`config.mk`:
```
export PLATFORM = sky130hd
export DESIGN_NAME = microondas_controle
export DESIGN_NICKNAME = d
export VERILOG_FILES = /design/src/rtl/microondas_controle_pkg.sv /design/src/rtl/microondas_controle_entry_reg.sv /design/src/rtl/microondas_controle.sv
export SDC_FILE = /design/constraint.sdc
export NUM_CORES = 1
export LEC_CHECK = 0
export CAP_MARGIN = 0
export CORE_MARGIN = 2
export CORE_UTILIZATION = 42
export CTS_CLUSTER_SIZE = 30
export DETAILED_ROUTE_END_ITERATION = 8
export GPL_TIMING_DRIVEN = 1
export PLACE_DENSITY = 0.75
export SYNTH_ARGS = -nofsm -noshare
export SYNTH_HDL_FRONTEND = slang
export SYNTH_SLANG_ARGS = --single-unit
```
`constraint.sdc`:
```
create_clock -name clock -period 1.6 [get_ports clock]
set_input_delay 0.32 -clock clock [delete_from_list [all_inputs] [get_ports clock]]
set_output_delay 0.32 -clock clock [all_outputs]
set_load 0.02 [all_outputs]
```
`src/rtl/microondas_controle_pkg.sv`:
```
// Shared definitions for the microwave controller: state encodings and BCD
// limits used by the FSM and the program entry register.
package microondas_defs;

  typedef enum logic [2:0] {
    ST_IDLE  = 3'd0,
    ST_ENTRY = 3'd1,
    ST_COOK  = 3'd2,
    ST_PAUSE = 3'd3,
    ST_DONE  = 3'd4
  } state_e;

  localparam logic [3:0] BCD_MAX      = 4'd9;
  localparam logic [3:0] SEC_TENS_MAX = 4'd5;

endpackage

```
`src/rtl/microondas_controle_entry_reg.sv`:
```
// 3-digit BCD program register (M, S-tens, S-units).
// Ports:
//   clk, rst_n            clock / async active-low reset
//   clr_i                 clear all digits to 0 (wins over shift)
//   shift_i, digit_i      shift left, new digit enters the units position
//   min_o, dec_o, uni_o   held digits
//   valid_o               seconds-tens digit within 0..5
//   nonzero_o             program is not 0:00
module microondas_entry_reg
  import microondas_defs::*;
(
  input  logic       clk,
  input  logic       rst_n,
  input  logic       clr_i,
  input  logic       shift_i,
  input  logic [3:0] digit_i,
  output logic [3:0] min_o,
  output logic [3:0] dec_o,
  output logic [3:0] uni_o,
  output logic       valid_o,
  output logic       nonzero_o
);

  logic [3:0] min_q, dec_q, uni_q;

  always_ff @(posedge clk or negedge rst_n) begin
    if (!rst_n) begin
      min_q <= '0;
      dec_q <= '0;
      uni_q <= '0;
    end else if (clr_i) begin
      min_q <= '0;
      dec_q <= '0;
      uni_q <= '0;
    end else if (shift_i) begin
      // oldest minutes digit falls off the left
      min_q <= dec_q;
      dec_q <= uni_q;
      uni_q <= digit_i;
    end
  end

  assign min_o     = min_q;
  assign dec_o     = dec_q;
  assign uni_o     = uni_q;
  assign valid_o   = (dec_q <= SEC_TENS_MAX);
  assign nonzero_o = |{min_q, dec_q, uni_q};

endmodule

```
`src/rtl/microondas_controle.sv`:
```
// Microwave sequencer: keypad program entry, timer load / count gating,
// magnetron drive, door interlock, pause/resume/cancel and end-of-cook beep.
// Ports:
//   clock, Cn                       clock / async active-low reset
//   tick_1hz                        1 Hz one-cycle pulse
//   key_valid, key_code             debounced keypad digit
//   start_p, stop_p                 panel start/resume and pause/cancel pulses
//   door_open                       door level, 1 = open
//   timer_zero                      timer chain at 00:00
//   prog_min/sec_dec/sec_uni        programmed digits to timer load input
//   load_en                         timer load pulse
//   count_en                        timer decrement enable (combinational)
//   magnetron, beep, entry_err      registered panel outputs
//   state_o                         current state encoding
module microondas_controle
  import microondas_defs::*;
#(
  parameter int BEEP_TICKS = 3
) (
  input  logic       clock,
  input  logic       Cn,
  input  logic       tick_1hz,
  input  logic       key_valid,
  input  logic [3:0] key_code,
  input  logic       start_p,
  input  logic       stop_p,
  input  logic       door_open,
  input  logic       timer_zero,
  output logic [3:0] prog_min,
  output logic [3:0] prog_sec_dec,
  output logic [3:0] prog_sec_uni,
  output logic       load_en,
  output logic       count_en,
  output logic       magnetron,
  output logic       beep,
  output logic       entry_err,
  output logic [2:0] state_o
);

  state_e     state_q, state_d;
  logic [3:0] cnt_q, cnt_d;
  logic       load_q, load_d;
  logic       err_q, err_d;
  logic       settle_q;
  logic       mag_q, beep_q;
  logic       clr, shift;
  logic       prog_valid, prog_nonzero;
  logic       key_ok, zero_blind;

  microondas_entry_reg u_entry (
    .clk      (clock),
    .rst_n    (Cn),
    .clr_i    (clr),
    .shift_i  (shift),
    .digit_i  (key_code),
    .min_o    (prog_min),
    .dec_o    (prog_sec_dec),
    .uni_o    (prog_sec_uni),
    .valid_o  (prog_valid),
    .nonzero_o(prog_nonzero)
  );

  assign key_ok     = key_valid && (key_code <= BCD_MAX);
  // timer outputs are stale during the load cycle and the one after it
  assign zero_blind = load_q | settle_q;

  always_comb begin
    state_d = state_q;
    cnt_d   = cnt_q;
    load_d  = 1'b0;
    err_d   = 1'b0;
    clr     = 1'b0;
    shift   = 1'b0;
    unique case (state_q)
      ST_IDLE, ST_ENTRY: begin
        if (stop_p) begin
          clr     = 1'b1;
          state_d = ST_IDLE;
        end else if (start_p) begin
          // from IDLE an empty program makes start a no-op, not an error
          if (!door_open && (state_q == ST_ENTRY || prog_nonzero)) begin
            if (prog_valid && prog_nonzero) begin
              load_d  = 1'b1;
              state_d = ST_COOK;
            end else begin
              err_d = 1'b1;
            end
          end
        end else if (key_ok) begin
          shift   = 1'b1;
          state_d = ST_ENTRY;
        end
      end
      ST_COOK: begin
        if (door_open || stop_p)         state_d = ST_PAUSE;
        else if (timer_zero && !zero_blind) state_d = ST_DONE;
      end
      ST_PAUSE: begin
        if (stop_p) begin
          clr     = 1'b1;
          state_d = ST_IDLE;
        end else if (start_p && !door_open) begin
          state_d = ST_COOK;
        end
      end
      ST_DONE: begin
        if (door_open || stop_p || key_valid) begin
          state_d = ST_IDLE;
        end else if (tick_1hz) begin
          if (cnt_q == 4'(BEEP_TICKS - 1)) state_d = ST_IDLE;
          else                              cnt_d   = cnt_q + 4'd1;
        end
      end
      default: state_d = ST_IDLE;
    endcase
    if (state_d != ST_DONE) cnt_d = '0;
  end

  always_ff @(posedge clock or negedge Cn) begin
    if (!Cn) begin
      state_q  <= ST_IDLE;
      cnt_q    <= '0;
      load_q   <= 1'b0;
      settle_q <= 1'b0;
      err_q    <= 1'b0;
      mag_q    <= 1'b0;
      beep_q   <= 1'b0;
    end else begin
      state_q  <= state_d;
      cnt_q    <= cnt_d;
      load_q   <= load_d;
      settle_q <= load_q;
      err_q    <= err_d;
      mag_q    <= (state_d == ST_COOK);
      beep_q   <= (state_d == ST_DONE);
    end
  end

  // combinational so a tick arriving with the door opening is dropped
  assign count_en  = tick_1hz & (state_q == ST_COOK) & ~door_open;
  assign load_en   = load_q;
  assign entry_err = err_q;
  assign magnetron = mag_q;
  assign beep      = beep_q;
  assign state_o   = state_q;

endmodule

```
==> reports/qor.txt <==
WL/cell = 16.1 um
Setup-failing EPs final = 3
VDD IR max = 0.000661 V
critical path cell sequence = nand2b_4 -> nor4_4 -> buf_4
antenna violations before repair = 0
hpwl dp = 2.12 mm
Max Cap Violations = 0
DR vias = 1,065
number of port buffers = 31
final WL = 3.19 mm
top fanout value on the critical path = 2
Synth Area per Inst = 10.6 sq um
syn_nets = 120
drt pass-1 iters = 4
Reg clk slew, reported paths = 150 ps
ys async rst share = 100%
core box area = 2500 sq um
Worst EP arrival = 1350 ps
height of the die = 55.8 um
Yosys reg bits = 24
Hold WC Path Type = in2async
non-filler instance count after layout = 198
number of distinct library cells after synthesis = 30
Post-synth top cells = dfrtp_1 (24), nor2_1 (18), mux2i_1 (12)
startpoint types = flop
Worst slew margin = 73.1%
1st-iter DRT viols = 25
first-pass GRT wire length = 4.95 mm
Clk Latency, worst-skew pair = 320 ps
Synth area leaders = dfrtp_1 (53%), mux2i_1 (11%), nor2_1 (6.0%)
Core Util, Final = 73.9%
Worst-Margin Slew = 403 ps
Rows = 18
post-synthesis sequential area ratio = 53.3%
Pwr Density = 918 nW/um^2
Final Cycle Share = 104%
status = finished, violations left
CTS tree = yes
RSZ-0062 raised after global routing = true
slowest CP cell = dfrtp_1
Setup Skew = 15.1 ps
H-tree levels = 1
overall power = 0.00170 W
vias in the first global route = 1,074
final hold violation count = 0
delay-heaviest family, CP = simple AND/OR/NAND/NOR gates
Sink Count = 24
DRC violations left = 0
Die X-Extent = 55.8 um
Placed Instances = 186
synthesis-to-layout area growth = 63.9%
Buf/Inv on CP = 1
Final ANT Viol Nets = 0
final worst-path setup slack = -70.1 ps
Die Footprint = 3110 sq um
cts bufs inserted = 3
Nets = 183
synthesized area = 1130 sq um
post-layout minimum cycle time = 1670 ps
Clock Path Buffers = 2
Initial Utilization = 45.1%
largest net degree at the start of global routing = 25
Peak Freq = 0.599 GHz
Critical Path End Type = output pin
cells after synthesis = 106
share of cells above drive strength 1 = 34.5%
grt total ovfl = 0
max incr delay on CP = 420 ps
Via density = 5.38
crit path kind = reg2out
Synth top area share = 53.3%
area leader, netlist = dfrtp_1
most frequent cell after synthesis = dfrtp_1
most frequently used flop master after synthesis = dfrtp_1
leakage power = 1.02 nW
Slew Limit Fails = 0
# IOs = 32
violated checks = negative setup slack
diodes inserted = 0
EDFF count, synth = 0
Data required, critical path = 1280 ps
setup_tns = -184 ps
Root Buffer = clkbuf_4
placer congestion estimate = 0.842
GRT Total Usage = 20.0%
Synth Warn # = 0
metrics by stage:
step	worst slack, ps	cell area [sq um]	hold slack [ps]
final	-70.1	1850	340
after detailed placement	-517	1630	398
after global placement	-477	1630	391
after CTS	-60.3	1680	337
after global routing	-106	1850	368
after floorplan	54.8	1130	24.4
layer usage:
metal | global-route usage, % | share of wire (%) | vias to the layer above | wire (um)
met5 | 0 | 0 | - | 0
met4 | 7.82 | 1.4 | 0 | 46
met3 | 3.02 | 5.1 | 6 | 164
met2 | 33.7 | 51 | 44 | 1620
met1 | 26.0 | 43 | 520 | 1360
li1 | - | - | 495 | -
placed cells by master, fill, tap and decap left out, types with 2 or more instances in the layout:
master	netlist	final
buf_4	1	26
dfrtp_1	24	24
dlygate4sd2_1	0	16
nor2_1	18	15
mux2i_1	12	12
clkdlybuf4s50_1	0	10
inv_1	9	6
buf_6	0	4
nand4_1	3	3
nor2_4	0	3
nor4_1	4	3
nand3_1	3	3
o21ai_0	4	3
nand2_1	4	3
clkbuf_4	0	3
nor4_4	1	2
inv_2	0	2
a21oi_1	4	2
a21oi_2	0	2
dlymetal6s2s_1	0	2
final cells by class:
type | count | area, sq um
clock inverter | 1 | 30.0
multi-input combinational | 71 | 601
fill | 187 | 652
clock buffer | 3 | 22.5
timing repair buffer | 60 | 520
inverter | 9 | 36.3
tap | 30 | 37.5
sequential | 24 | 601
flip-flops by register name, summed over array words and instances (netlist names):
signal / flops
cnt_q: 4
load_en: 1
settle_q: 1
state_o: 3
u_entry.dec_o: 4
u_entry.uni_o: 4
u_entry.min_o: 4
entry_err: 1
beep: 1
magnetron: 1
timing repair:
item / CTS / global route
resized for setup: 26 / 33
buffers inserted: 3 / 5
pin swaps: 3 / 9
hold buffers: 0 / 0
setup endpoints to repair: 20 / 10
hold endpoints to repair: 0 / 0
cell families after synthesis:
family / count (synthesis) / synth area share, %
and+or+nand+nor: 42 / 20.8
AOI/OAI and AO/OA: 13 / 7.55
adders and majority gates: 2 / 2.22
DFF: 24 / 53.3
xor gates and xnor gates: 2 / 1.55
muxes: 12 / 10.7
buffers and inverters: 11 / 4.00
where the power goes:
group,internal [W],total [W],switching [W]
registers,0.000642,0.000670,0.0000272
clock network,0.000253,0.000443,0.000190
logic,0.000295,0.000585,0.000290
worst reg2reg max path: stages (launching register included):
cell and delay [ps]:
dfrtp_1 420, buf_6 130, nor4_4 270, buf_4 170, nand4_4 120, or3_4 360
a21oi_2 130
worst paths after layout:
check,from,endpoint,slack (ps),cells past startpoint
setup / recovery,state_o[2],count_en,-70,3
hold / removal,Cn,u_entry.min_o[3],340,2
setup reg to reg,state_o[0],cnt_q[2],-60,6
hold reg to reg,load_en,settle_q,420,0
max in group asynchronous,Cn,settle_q,1000,2
min in group clock,load_en,settle_q,420,0
Note: power is estimated with default switching activity, not from simulation.
